===== src/rtl/turbo_len_burst.sv =====
// turbo_len_burst: interleaver length/enable generator for a burst of 1..2^NPB_W-1 PBs
// Ports:
//   clk, n_rst          clock (rising edge), asynchronous active-low reset
//   start, abort        burst request (IDLE only), dominant synchronous abort
//   pb_size, len_cfg    PB size code (3 selects len_cfg), programmed length
//   num_pb              PBs in the burst (0 illegal)
//   din_vld             one input bit-pair this cycle
//   enable, pb_offset   address within PB, pb_idx*L
//   pb_idx, wen         current PB index, enable/pb_offset valid strobe
//   pb_done, done       last sample of PB / of burst
//   busy, cfg_err       LOAD or RUN, sticky illegal-config flag
module turbo_len_burst #(
  parameter int CNT_W = 12,
  parameter int NPB_W = 4,
  parameter int OFS_W = 16
) (
  input  logic             clk,
  input  logic             n_rst,
  input  logic             start,
  input  logic             abort,
  input  logic [1:0]       pb_size,
  input  logic [CNT_W-1:0] len_cfg,
  input  logic [NPB_W-1:0] num_pb,
  input  logic             din_vld,
  output logic [CNT_W-1:0] enable,
  output logic [OFS_W-1:0] pb_offset,
  output logic [NPB_W-1:0] pb_idx,
  output logic             wen,
  output logic             pb_done,
  output logic             done,
  output logic             busy,
  output logic             cfg_err
);
  typedef enum logic [1:0] {IDLE, LOAD, RUN} state_t;
  state_t           state_q, state_d;
  logic [CNT_W-1:0] len_q, len_d, cnt_q, cnt_d, enable_q, enable_d;
  logic [NPB_W-1:0] npb_q, npb_d, idx_q, idx_d, pb_idx_q, pb_idx_d;
  logic [OFS_W-1:0] acc_q, acc_d, ofs_q, ofs_d;
  logic             wen_q, wen_d, pbd_q, pbd_d, done_q, done_d, err_q, err_d;
  logic [CNT_W-1:0] len_sel;
  logic             last_smp, last_pb;
  assign len_sel  = pb_size == 2'd3 ? len_cfg :
                    pb_size == 2'd2 ? CNT_W'(2080) :
                    pb_size == 2'd1 ? CNT_W'(544) : CNT_W'(64);
  assign last_smp = cnt_q == len_q - CNT_W'(1);
  assign last_pb  = idx_q == npb_q - NPB_W'(1);
  always_comb begin
    state_d  = state_q;
    len_d    = len_q;
    npb_d    = npb_q;
    cnt_d    = cnt_q;
    idx_d    = idx_q;
    acc_d    = acc_q;
    enable_d = enable_q;
    ofs_d    = ofs_q;
    pb_idx_d = pb_idx_q;
    err_d    = err_q;
    wen_d    = 1'b0;
    pbd_d    = 1'b0;
    done_d   = 1'b0;
    if (abort) begin
      state_d = IDLE;
      cnt_d   = '0;
      idx_d   = '0;
      acc_d   = '0;
    end else begin
      case (state_q)
        IDLE: state_d = start ? LOAD : IDLE;
        LOAD: begin
          len_d = len_sel;
          npb_d = num_pb;
          if (len_sel == '0 || num_pb == '0) begin
            err_d   = 1'b1;
            state_d = IDLE;
          end else begin
            err_d   = 1'b0;
            cnt_d   = '0;
            idx_d   = '0;
            acc_d   = '0;
            state_d = RUN;
          end
        end
        RUN: if (din_vld) begin
          wen_d    = 1'b1;
          enable_d = cnt_q;
          ofs_d    = acc_q;
          pb_idx_d = idx_q;
          pbd_d    = last_smp;
          done_d   = last_smp && last_pb;
          cnt_d    = last_smp ? '0 : cnt_q + CNT_W'(1);
          acc_d    = last_smp ? acc_q + OFS_W'(len_q) : acc_q;
          idx_d    = last_smp ? idx_q + NPB_W'(1) : idx_q;
          state_d  = last_smp && last_pb ? IDLE : RUN;
        end
        default: state_d = IDLE;
      endcase
    end
  end
  always_ff @(posedge clk or negedge n_rst) begin
    if (!n_rst) begin
      state_q  <= IDLE;
      len_q    <= '0;
      npb_q    <= '0;
      cnt_q    <= '0;
      idx_q    <= '0;
      acc_q    <= '0;
      enable_q <= '0;
      ofs_q    <= '0;
      pb_idx_q <= '0;
      wen_q    <= 1'b0;
      pbd_q    <= 1'b0;
      done_q   <= 1'b0;
      err_q    <= 1'b0;
    end else begin
      state_q  <= state_d;
      len_q    <= len_d;
      npb_q    <= npb_d;
      cnt_q    <= cnt_d;
      idx_q    <= idx_d;
      acc_q    <= acc_d;
      enable_q <= enable_d;
      ofs_q    <= ofs_d;
      pb_idx_q <= pb_idx_d;
      wen_q    <= wen_d;
      pbd_q    <= pbd_d;
      done_q   <= done_d;
      err_q    <= err_d;
    end
  end
  assign enable    = enable_q;
  assign pb_offset = ofs_q;
  assign pb_idx    = pb_idx_q;
  assign wen       = wen_q;
  assign pb_done   = pbd_q;
  assign done      = done_q;
  assign busy      = state_q != IDLE;
  assign cfg_err   = err_q;
endmodule


===== config.mk =====
export PLATFORM = sky130hd
export DESIGN_NAME = turbo_len_burst
export DESIGN_NICKNAME = d
export VERILOG_FILES = /design/src/rtl/turbo_len_burst.sv
export SDC_FILE = /design/constraint.sdc
export NUM_CORES = 1
export LEC_CHECK = 0
export BUFFER_PORTS_ARGS = -buffer_cell sky130_fd_sc_hd__buf_4
export CORE_AREA = 3 3 121 123
export DETAILED_ROUTE_END_ITERATION = 10
export DIE_AREA = 0 0 124 126
export SLEW_MARGIN = 40
export SYNTH_ARGS = -nofsm -noshare
export SYNTH_HDL_FRONTEND = slang
export SYNTH_SLANG_ARGS = --single-unit

===== constraint.sdc =====
create_clock -name clk -period 3.4 [get_ports clk]
set_input_delay 0.85 -clock clk [delete_from_list [all_inputs] [get_ports clk]]
set_output_delay 0.85 -clock clk [all_outputs]
set_load 0.02 [all_outputs]

==> impl_metrics.tcl <==
set metrics [dict create \
    synth-main-ff-cell "dfrtp_1" \
    grt_max_degree 47 \
    vias_per_cell 5.23 \
    cts_tree "yes" \
    clkTransAtPathRegs_ns 0.06 \
    final_nets 575 \
    coreArea_um2 13800 \
    drtAntennaViolNets 0 \
    wl_met3_um 605 \
    drive_gt1_share_pct 26.2 \
    rsz0062_at_grt "no" \
    cts_buffer_depth 2 \
    synthTopCellsByCount "dfrtp_1 (86), o21ai_0 (46), nand2_1 (43)" \
    drcViolationCount 0 \
    drt-wirelength-per-cell_um 15.8 \
    synth.top_cells.by_area "dfrtp_1 (45%), mux2_2 (8.3%), ha_1 (5.0%)" \
    place.gp.congestion 0.842 \
    num_antenna_cells 0 \
    highest_layer "met4" \
    synth_cell_types 57 \
    clock_sinks 86 \
    cp.arrival_ns 3.32 \
    grt_pass1_wl_mm 18.9 \
    ys_seq_area_share_pct 45.2 \
    dp_slack_ns 0.212 \
    async_reset_ff_share_pct 100 \
    drt_pass1_iterations 5 \
    cts-htree-levels 3 \
    syn2layout_area_growth_pct 20.7 \
    p_leak_nw 2.74 \
    fin_crit_ns 3.10 \
    reg2reg_depth 10 \
    first_iter_violations 202 \
    yosys.area.top_type "dfrtp_1" \
    hold_class "input port to asynchronous set/reset pin" \
    cp.required_ns 3.62 \
    track_usage_pct 15.2 \
    synth_most_common_cell "dfrtp_1" \
    rows 43 \
    die_w_um 124 \
    critPathKind "flop to flop" \
    setup_tns_ns 0 \
    relSlewSlack_pct 54.8 \
    hold_viol 0 \
    r2r-start "len_q[1]" \
    cts_buffers 9 \
    drt-met1-wl_mm 5.28 \
    endpoint_kind "flop" \
    timing.final.crit_share_pct 91.1 \
    insertion_delay_ns 0.34 \
    fmax_mhz 323 \
    grt_pass1_vias 3779 \
    syn_nets 507 \
    cts_root_buf "clkbuf_16" \
    crit_path_start_kind "flop" \
    cts_hold_buf 0 \
    r2r_setup_slack_ns 0.30 \
    status "finished, final reports clean" \
    r2r_end "acc_q[7]" \
    start_util_pct 34.6 \
    dieHeight_um 126 \
    synth_area_um2 4760 \
    vias 3739 \
    power.density_nw_per_um2 467 \
    final_max_slew_viol_count 0 \
    ys_warn_count 0 \
    port-buffer-count 59 \
    dr_wl_met2_mm 5.07 \
    setup_viol 0 \
    antenna_found_initial 0 \
    syn_inst 464 \
    syn_area_per_cell_um2 10.3 \
    fill_cells 1398 \
    max-vdd-ir-drop_v 0.000192 \
    worstMarginPinSlew_ns 0.675 \
    fin_worst_skew_ns 0.00974 \
    grt-ovfl-total 0 \
    path_max_fanout 10 \
    wirelength_mm 11.3 \
    die_area_um2 15600 \
    timing.final.ws_setup_ns 0.303 \
    p_total_mw 2.69 \
    max_cap_violations 0 \
    synth_seq_cells 86 \
    synth_edf_count 0 \
    netlist.area_leader.share_pct 45.2 \
    dp_hpwl_mm 8.47 \
    io_pins 60 \
]
sequential cells by signal (all words and copies together), names as in the netlist:
register	count
idx_q	4
pb_idx	4
pb_offset	16
pb_done	1
state_q	2
done	1
acc_q	16
cfg_err	1
len_q	12
enable	12
cnt_q	12
wen	1
npb_q	4
critical path: stages, from the launching register on:
cell and delay [ns]:
dfrtp_1 0.46, inv_1 0.11, ha_1 0.20, or4b_1 0.49, or3_4 0.36, a2111oi_4 0.30, o22ai_1 0.14, o21ai_2 0.30
nand2_1 0.12, buf_4 0.20, o31ai_1 0.29
placed cells by master (no fill, tap or decap), types with 6 or more instances in the layout:
master / Yosys / layout
nor2b_1: 13 / 13
mux2_2: 35 / 35
nor3_1: 11 / 11
and3_1: 7 / 7
inv_1: 14 / 14
a21oi_1: 14 / 14
a211oi_1: 6 / 6
nand2b_1: 8 / 8
a22o_1: 8 / 8
o21ai_0: 46 / 46
nand2_1: 43 / 43
xor2_1: 7 / 7
buf_4: 0 / 75
xnor2_1: 17 / 17
ha_1: 19 / 19
clkbuf_16: 0 / 9
dfrtp_1: 86 / 86
nand3_1: 20 / 20
nor2_1: 14 / 14
o31ai_1: 15 / 15
kinds of logic (layout without fill, tap and decap cells):
kind of cell               count (synthesis)  after routing  synth area share [%]
AOI/OAI and AO/OA                        119            119                  16.5
xor gates and xnor gates                  25             25                  4.91
adders and majority gates                 20             20                  5.41
buffers and inverters                     33            104                  2.94
DFF                                       86             86                  45.2
muxes                                     40             40                  9.33
and+or+nand+nor                          141            141                  15.7
metal layers:
layer / vias to the layer above / global-route usage, %
met5: - / 0
met4: 0 / 6.89
met3: 20 / 3.19
met2: 92 / 23.2
met1: 1798 / 20.8
li1: 1829 / -
power breakdown:
part           switching (mW)  internal, mW  leakage [nW]  total, mW
registers              0.0830          1.09          1.18       1.17
clock network           0.393         0.485         0.124      0.878
logic                   0.348         0.287          1.44      0.635
metrics by stage:
step	cell area, um2	utilization (%)	instances	hold WS [ns]
6_report	5750	41.7	715	0.484
5_1_grt	5750	41.7	715	0.516
4_1_cts	5740	41.7	715	0.501
3_5_place_dp	5490	39.9	701	0.488
3_3_place_gp	5490	39.9	701	0.489
2_1_floorplan	4760	-	464	0.447
worst max path at each step:
stage	startpoint	end	slack, ns	cells past startpoint
2_1_floorplan	pb_size[0]	cnt_q[0]	0.19	8
3_3_place_gp	pb_size[0]	cnt_q[0]	0.29	8
3_5_place_dp	pb_size[0]	cnt_q[0]	0.21	8
4_1_cts	len_q[1]	acc_q[13]	0.26	9
5_1_grt	len_q[1]	acc_q[7]	0.04	10
6_report	len_q[1]	acc_q[7]	0.30	10
area by class of cell:
cell class	count	area, um2	share of cell area (%)
multi-input cells	345	2480	43.1
well taps	180	225	3.92
clock buffers	10	229	3.99
inverters	14	52.6	0.915
repair buffers	76	583	10.1
flip-flops and latches	86	2150	37.5
clock inverters	4	26.3	0.457
timing repair:
| action | 4_1_cts | 5_1_grt |
|---|---|---|
| setup buffers | 0 | 0 |
| resized for setup | 0 | 1 |
| setup endpoints to repair | 0 | 1 |
No activity file was read; power rests on OpenSTA's default activity.
